**src/rtl/ysyx_22041461_fetch_queue.sv**
```systemverilog
// ---------------------------------------------------------------------------
// ysyx_22041461_fetch_queue
//
// Instruction fetch stage. It generates sequential fetch PCs and issues them
// on a valid/ready request channel. In-order responses are collected into a
// DEPTH-entry {pc, inst} queue, and decode drains that queue through a
// valid/ready handshake.
//
// A redirect reloads the fetch PC and flushes the queue. Responses to requests
// that are still outstanding at the redirect are counted in 'drop' and are
// discarded silently when they arrive.
//
// Ports
//   clk             rising-edge clock
//   rst             asynchronous, active-low reset
//   redirect_valid  redirect fetch this cycle (highest priority)
//   redirect_pc     new fetch PC
//   mem_req_valid   fetch request valid (combinational)
//   mem_req_ready   memory accepts the request
//   mem_req_addr    fetch address (the current fetch PC)
//   mem_resp_valid  response beat, in order, never back-pressured
//   mem_resp_inst   fetched instruction
//   out_valid       queue head valid to decode
//   out_ready       decode accepts the head
//   out_pc          PC of the head instruction (0 when the queue is empty)
//   out_inst        head instruction (0 when the queue is empty)
// ---------------------------------------------------------------------------
module ysyx_22041461_fetch_queue #(
  parameter int unsigned     PC_W     = 64,
  parameter int unsigned     INST_W   = 32,
  parameter int unsigned     DEPTH    = 4,
  parameter logic [PC_W-1:0] RESET_PC = 64'h8000_0000,
  parameter int unsigned     PC_STEP  = 4
) (
  input  logic              clk,
  input  logic              rst,
  input  logic              redirect_valid,
  input  logic [PC_W-1:0]   redirect_pc,
  output logic              mem_req_valid,
  input  logic              mem_req_ready,
  output logic [PC_W-1:0]   mem_req_addr,
  input  logic              mem_resp_valid,
  input  logic [INST_W-1:0] mem_resp_inst,
  output logic              out_valid,
  input  logic              out_ready,
  output logic [PC_W-1:0]   out_pc,
  output logic [INST_W-1:0] out_inst
);

  localparam int unsigned PTR_W = $clog2(DEPTH);
  localparam int unsigned CNT_W = PTR_W + 1;
  localparam int unsigned SUM_W = CNT_W + 2;

  logic [PC_W-1:0]   fetch_pc;

  // Instruction queue and the tag FIFO that remembers the address of every
  // live in-flight request. Both FIFOs share the same DEPTH.
  logic [PC_W-1:0]   q_pc    [DEPTH];
  logic [INST_W-1:0] q_inst  [DEPTH];
  logic [PC_W-1:0]   tag_mem [DEPTH];

  logic [PTR_W-1:0]  rd_ptr, wr_ptr, tag_rd, tag_wr;
  logic [CNT_W-1:0]  count, inflight, drop;

  logic [SUM_W-1:0]  occupancy;
  logic              credit;
  logic              req_fire;
  logic              resp_drop;
  logic              resp_live;
  logic              resp_used;
  logic              out_fire;

  // Every queue slot is reserved by a request at issue time. A slot is also
  // held by a response that is going to be dropped. This guarantees that an
  // unthrottled response never finds the queue full.
  assign occupancy = SUM_W'(count) + SUM_W'(inflight) + SUM_W'(drop);
  assign credit    = occupancy < SUM_W'(DEPTH);

  assign mem_req_valid = rst && credit && !redirect_valid;
  assign mem_req_addr  = fetch_pc;
  assign req_fire      = mem_req_valid && mem_req_ready;

  // While drop is non-zero, every response belongs to a request issued
  // before the last redirect.
  assign resp_drop = mem_resp_valid && (drop != '0);
  assign resp_live = mem_resp_valid && (drop == '0) && (inflight != '0);
  assign resp_used = resp_drop || resp_live;

  assign out_valid = (count != '0) && !redirect_valid;
  assign out_fire  = out_valid && out_ready;
  assign out_pc    = (count != '0) ? q_pc[rd_ptr]   : '0;
  assign out_inst  = (count != '0) ? q_inst[rd_ptr] : '0;

  // NOTE: non-blocking assignments, so every register in this block samples
  // the values from before the clock edge, whatever the statement order.
  always_ff @(posedge clk or negedge rst) begin
    if (!rst) begin
      fetch_pc <= RESET_PC;
      rd_ptr   <= '0;
      wr_ptr   <= '0;
      tag_rd   <= '0;
      tag_wr   <= '0;
      count    <= '0;
      inflight <= '0;
      drop     <= '0;
    end else if (redirect_valid) begin
      // Every outstanding request becomes a drop. A response arriving in
      // this cycle retires one of them immediately.
      fetch_pc <= redirect_pc;
      rd_ptr   <= '0;
      wr_ptr   <= '0;
      tag_rd   <= '0;
      tag_wr   <= '0;
      count    <= '0;
      inflight <= '0;
      drop     <= drop + inflight - CNT_W'(resp_used);
    end else begin
      if (req_fire) begin
        fetch_pc <= fetch_pc + PC_W'(PC_STEP);
        tag_wr   <= tag_wr + 1'b1;
      end
      if (resp_live) begin
        tag_rd <= tag_rd + 1'b1;
        wr_ptr <= wr_ptr + 1'b1;
      end
      if (out_fire) begin
        rd_ptr <= rd_ptr + 1'b1;
      end
      if (resp_drop) begin
        drop <= drop - 1'b1;
      end
      inflight <= inflight + CNT_W'(req_fire) - CNT_W'(resp_live);
      count    <= count + CNT_W'(resp_live) - CNT_W'(out_fire);
    end
  end

  // NOTE: payload storage has no reset. The pointers and counters above
  // decide which entries are valid, and the outputs are gated by count.
  always_ff @(posedge clk) begin
    if (req_fire) begin
      tag_mem[tag_wr] <= fetch_pc;
    end
    if (resp_live && !redirect_valid) begin
      q_pc[wr_ptr]   <= tag_mem[tag_rd];
      q_inst[wr_ptr] <= mem_resp_inst;
    end
  end

`ifndef SYNTHESIS
  // A response with nothing outstanding is a memory-side protocol error.
  // The logic above ignores it, and this assertion flags it.
  resp_without_request : assert property (
    @(posedge clk) disable iff (!rst)
      mem_resp_valid |-> ((inflight != '0) || (drop != '0))
  );
`endif

endmodule

```
**config.mk**
```make
export PLATFORM = sky130hd
export DESIGN_NAME = ysyx_22041461_fetch_queue
export DESIGN_NICKNAME = d
export VERILOG_FILES = /design/src/rtl/ysyx_22041461_fetch_queue.sv
export SDC_FILE = /design/constraint.sdc
export NUM_CORES = 1
export LEC_CHECK = 0
export CAP_MARGIN = 20
export CORE_MARGIN = 2
export CORE_UTILIZATION = 55
export DETAILED_ROUTE_END_ITERATION = 8
export GPL_ROUTABILITY_DRIVEN = 0
export PLACE_DENSITY = 0.83
export SETUP_SLACK_MARGIN = 0.5
export SLEW_MARGIN = 15
export SYNTH_ARGS = -nofsm -noshare
export SYNTH_HDL_FRONTEND = slang
export SYNTH_SLANG_ARGS = --single-unit
```
**constraint.sdc**
```tcl
create_clock -name clk -period 9.7 [get_ports clk]
set_input_delay 1.94 -clock clk [delete_from_list [all_inputs] [get_ports clk]]
set_output_delay 1.94 -clock clk [all_outputs]
set_load 0.02 [all_outputs]
```
# Word-level counts from Yosys, hierarchy flattened
# Memory sizes are Yosys's and may differ from the RTL's.
# Index checks and enable logic that the tools add are counted.
# word_totals
reg_bits,81
latch_bits,0
ram_bits,640
rom_bits,0
in_bits,102
out_inout_bits,162
wordCells,65
mem_count,3
# op_classes
add_sub_neg,14
multipliers,0
div_mod_pow,0
order_cmp,1
eq_ne,0
n_shift,0
mux,20
bitwise,0
reduce_logical,19
# memory_table
memory,depth,word_bits,read_ports,rd_clocked_by_memory_dff,write_ports,line_no,text
q_pc,4,64,1,0,1,58,logic [PC_W-1:0] q_pc [DEPTH];
tag_mem,4,64,1,0,1,60,logic [PC_W-1:0] tag_mem [DEPTH];
q_inst,4,32,1,0,1,59,logic [INST_W-1:0] q_inst [DEPTH];
# op_table
operator,n
$mux W64,3
$add A64 B3 Y64 const B,1
$mux W32,1
$mux W2,8
$mux W3,4
$logic_and A1 B1 Y1,9
$reduce_bool A3 Y1,3
$sub A3 B1 Y3,3
$add A2 B1 Y2 const B,4
$reduce_bool A2 Y1,4
$add A3 B1 Y3,2
$add A4 B3 Y5,1
$lt A5 B3 Y1 const B,1
$add A3 B3 Y4,1
$mux W1,4
$add A3 B3 Y3,1
$logic_not A3 Y1,1
$sub A3 B1 Y3 const B,1
$logic_not A1 Y1,1
$logic_or A1 B1 Y1,1

# Logic depth before layout (Yosys ltp)
# logic_depth
depth_word,9
ltp_mapped,17
ltp_nobuf,15

# Least setup slack after synthesis
# Ideal clock, no wire load.
# synth_path
path_kind,input-to-reg
startpoint,in redirect_valid
endpoint,"mem q_inst[0][0], enable pin"
setup_ns,0.466
t_arrival_ns,5.060
required_ns,9.234
path_slack_ns,4.174
cell_stages,5
path_buffers,3
cell_sequence,clkbuf_1 -> inv_1 -> clkbuf_1 -> clkbuf_1 -> and3_1
# synth_between
elab_chain_len,4
# synth_rtl
element,line_no,text
from (decl),37,"input logic redirect_valid,"
$logic_not A1 Y1,143,if (resp_live && !redirect_valid) begin
$logic_and A1 B1 Y1,143,
$mux W1,143,
$mux W1 (not written as such),145,q_inst[wr_ptr] <= mem_resp_inst;
to (decl),59,
# No other way between the ends.

# Worst setup path after layout
# layout_path
startpoint,in redirect_valid
endpoint,out mem_req_valid
# layout_between
elab_chain_len,2
# layout_rtl
element,line_no,text
$logic_not A1 Y1,79,assign mem_req_valid = rst && credit && !redirect_valid;
$logic_and A1 B1 Y1,79,
to (decl),39,"output logic mem_req_valid,"
# No other way between the ends.

==> run summary <==
The CTS tree is built. The largest clock skew in the final design is 24.5 ps. In the synthesized netlist, the number of instances is 1,576. For this run, the register share of the synthesized area comes to 0.730. The number of sinks handled by clock tree synthesis came out at 721. The run finished with clean final reports.

The synthesized-area fraction occupied by ao, oa, aoi and oai cells is 0.0291. The number of enable flip-flop cells after synthesis came out at 640. The biggest area contributor in the post-synthesis netlist is sky130_fd_sc_hd__edfxtp_1. The overall power consumption is 0.00836 W. The fraction of synthesis flops using an asynchronous set or reset pin is 0.112.

The post-detailed-route via-to-cell ratio came out at 6.29. The number of nets in the layout came out at 1,976. The routed design could run at a clock period as short as 5790 ps. After synthesis, the cell types taking the most area are sky130_fd_sc_hd__edfxtp_1, sky130_fd_sc_hd__mux4_2, sky130_fd_sc_hd__dfrtp_1. The actual transition at the worst max-transition pin came out at 1110 ps. The count of final setup violators came out at 0. The total I/O pin count is 264. After detailed routing, the number of remaining DRC violations is 0. The most critical setup path has its startpoint at redirect_valid. After clock tree synthesis, the repair step resized 0 gates.

The area used by multi-input combinational logic is 7460 sq um. The buffers inserted during post-CTS setup optimization is 0. The number of nets in the synthesized netlist came out at 1,704. The post-cts hold buffer count is 0.

The initialized floorplan defines 84 standard-cell rows. The maximum operating frequency came out at 0.173 GHz. The depth of the worst register-to-register path is 16. STA classifies the critical path endpoint as a primary output.

The analysis attributes to cell leakage a power of 11.2 nW. The largest fanout of any net on the critical path came out at 57. The first global-routing pass estimated 101,000 microns of wire. The starting density of the core came out at 0.555. Data arrives at the worst endpoint at 3850 ps. The count of final max-slew check failures came to 0. The max-capacitance violation count came out at 0.

The signed area change from the synthesized netlist to the final layout is 19.4%. The clock transition at the register clock pins on the worst setup and hold paths after CTS came out at 60 ps. The largest buffer count on any clock path came out at 3. The setup path with the least slack is of type input port to primary output. Clock latency on the worst-skew pair, taken at its later pin, is 600 ps. The number of fill cells in the layout is 3,376. The slack of the worst reg-to-reg path is 5450 ps.

The worst setup path is launched from an input port. Yosys printed 0 warnings. The tightest min-delay check is of the register to register type. The tree is rooted in a sky130_fd_sc_hd__clkbuf_16. By area, the combinational part of the netlist is dominated by multiplexers.

The vertical die dimension is 234 microns. The endpoint of the worst register-to-register path is inflight[2]. Across every metal layer, demand over resource in global routing totals 0.249.

The sequential cell area is 21,300 sq um. The area fraction in and, or, nand and nor cells after synthesis came out at 0.0771. CTS built an H-tree with a depth of 3. The initial antenna violation count is 0. The worst-case IR drop observed on VDD is 0.000151 V. The critical register-to-register path startpoint is inflight[1].

The number of hold violations in the final report was 0. The relative max-transition margin came out at 0.259. The number of clock buffers inserted by TritonCTS came out at 71.

The count of inserted antenna diode cells is 0. The portion of synthesized cell area occupied by the leading cell type came out at 0.660. The first TritonRoute pass finished after 5 iterations.

The HPWL after detailed placement came out at 40,200 microns. In this run the remaining antenna-violating nets after routing total 0. The post-synthesis xor/xnor area fraction is 0.00632. Among all flip-flop cells after synthesis, the most frequent one is sky130_fd_sc_hd__edfxtp_1.

The average detailed-routed wire length per instance is 26.0 microns. Dividing the synthesized area by the synthesized cell count gives 18.5 sq um. The total wirelength of the detailed-routed design came out at 67,100 microns.

In this run the cell area of the synthesized design comes to 29,100 sq um. The number of vias in the routed layout is 16.3k. The area of the core came out at 52,400 sq um. Yosys mapped the design onto 61 distinct sky130hd cell types. Counting flops and latches in the post-synthesis netlist gives 721. The total negative setup slack came out at 0 ps. Data on the critical path is required at its endpoint by 7760 ps. The via count of the first global-routing pass was 16.7k.

Setup repair after global routing left no endpoint under its margin. The number of port buffers is 263. The die covers 54,800 sq um.

The iteration-0 DRC count of the detailed router is 1,750. The portion of the clock cycle consumed by the worst path in the final layout came out at 0.597. The proportion of synthesized area in mux cells came out at 0.129.

In the final layout, the share of cells above drive strength 1 is 0.163. Leaving out fill and tap cells, the most frequent cell in the layout is sky130_fd_sc_hd__edfxtp_1. In the layout the commonest cells are sky130_fd_sc_hd__edfxtp_1, sky130_fd_sc_hd__clkdlybuf4s50_1, sky130_fd_sc_hd__mux4_2. The global route total overflow came out at 0. In this run the worst setup path terminates at mem_req_valid.

The die width is 234 microns. The pin count of the biggest net entering global routing came out at 100. The arithmetic-cell share of the synthesized area counting full adders, half adders and majority gates is 0.0127. In this run the power density over the cells is 241 nW/um^2.
worst max-delay path, stage by stage:
cell                              delay [ps]
sky130_fd_sc_hd__buf_4                   370
sky130_fd_sc_hd__buf_4                   560
sky130_fd_sc_hd__nor2_1                  150
sky130_fd_sc_hd__o211ai_1                180
sky130_fd_sc_hd__nor2_1                   80
sky130_fd_sc_hd__clkdlybuf4s50_1         550
layout make-up:
type / count / share of cell area
clock buffer: 87 / 0.0544
clock inverter: 35 / 0.00968
inverter: 31 / 0.00335
multi-input combinational: 741 / 0.215
sequential: 721 / 0.612
tap: 688 / 0.0248
timing repair buffer: 282 / 0.0814
registers in the layout, summed over array words and instances, names as in the netlist:
register,cells
drop,3
q_inst,128
inflight,3
tag_mem,256
tag_rd,2
wr_ptr,2
count,3
rd_ptr,2
tag_wr,2
q_pc,256
mem_req_addr,64
worst min-delay path by stage:
stage                     start               end  slack (ps)  cells after the start
2_1_floorplan         tag_wr[0]         tag_wr[0]         510                      1
3_3_place_gp          tag_wr[0]         tag_wr[0]         530                      1
3_5_place_dp          tag_wr[0]         tag_wr[0]         580                      1
4_1_cts               tag_wr[0]         tag_wr[0]         580                      1
5_1_grt               tag_wr[0]         tag_wr[0]         610                      1
6_report       mem_req_addr[31]  mem_req_addr[31]         590                      2
cells by family (layout without fill, tap and decap cells):
kind of cell / after synthesis / in the layout
buf+inv: 114 / 435
xor+xnor: 21 / 21
compound gates: 117 / 117
fa+ha+maj: 26 / 26
simple gates: 402 / 402
mux: 175 / 175
flops: 721 / 721
layer usage:
metal  wire, microns  global-route usage  part of all wire  vias up
li1                -                   -                 -     6905
met1           26500               0.338              0.39     8364
met2           33000               0.404              0.49      852
met3            5380              0.0496             0.080      144
met4            2280              0.0975             0.034        0
met5               0                   0                 0        -
where the power goes:
part           internal (W)  switching (W)
Sequential          0.00362       0.000225
Clock               0.00156        0.00109
Combinational      0.000893       0.000971
Total               0.00608        0.00229
synthesized netlist by cell type (10+ instances only):
master and instances:
sky130_fd_sc_hd__xnor2_1 15, sky130_fd_sc_hd__nor2_1 43, sky130_fd_sc_hd__mux4_2 160, sky130_fd_sc_hd__o21ai_0 20, sky130_fd_sc_hd__and3_1 14, sky130_fd_sc_hd__or4_1 17, sky130_fd_sc_hd__buf_1 21, sky130_fd_sc_hd__ha_1 20
sky130_fd_sc_hd__dfrtp_1 80, sky130_fd_sc_hd__and2_1 105, sky130_fd_sc_hd__nand3_1 36, sky130_fd_sc_hd__a31oi_1 17, sky130_fd_sc_hd__nor3_1 18, sky130_fd_sc_hd__clkbuf_1 51, sky130_fd_sc_hd__edfxtp_1 640, sky130_fd_sc_hd__nand4_1 34
sky130_fd_sc_hd__nand2_1 74, sky130_fd_sc_hd__nor4_1 21, sky130_fd_sc_hd__o211ai_1 12, sky130_fd_sc_hd__or3_1 10, sky130_fd_sc_hd__mux2i_1 12, sky130_fd_sc_hd__inv_1 29
through the flow:
step / utilization / area, sq um / hold slack, ps / setup slack [ps] / std cells
2_1_floorplan: - / 29100 / 513 / 4170 / 1576
3_3_place_gp: 0.618 / 32400 / 533 / 4010 / 2460
3_5_place_dp: 0.618 / 32400 / 575 / 3930 / 2460
4_1_cts: 0.661 / 34700 / 584 / 3860 / 2582
5_1_grt: 0.663 / 34800 / 607 / 3730 / 2585
6_report: 0.663 / 34800 / 591 / 3910 / 2585
No activity file was read; power rests on OpenSTA's default activity.
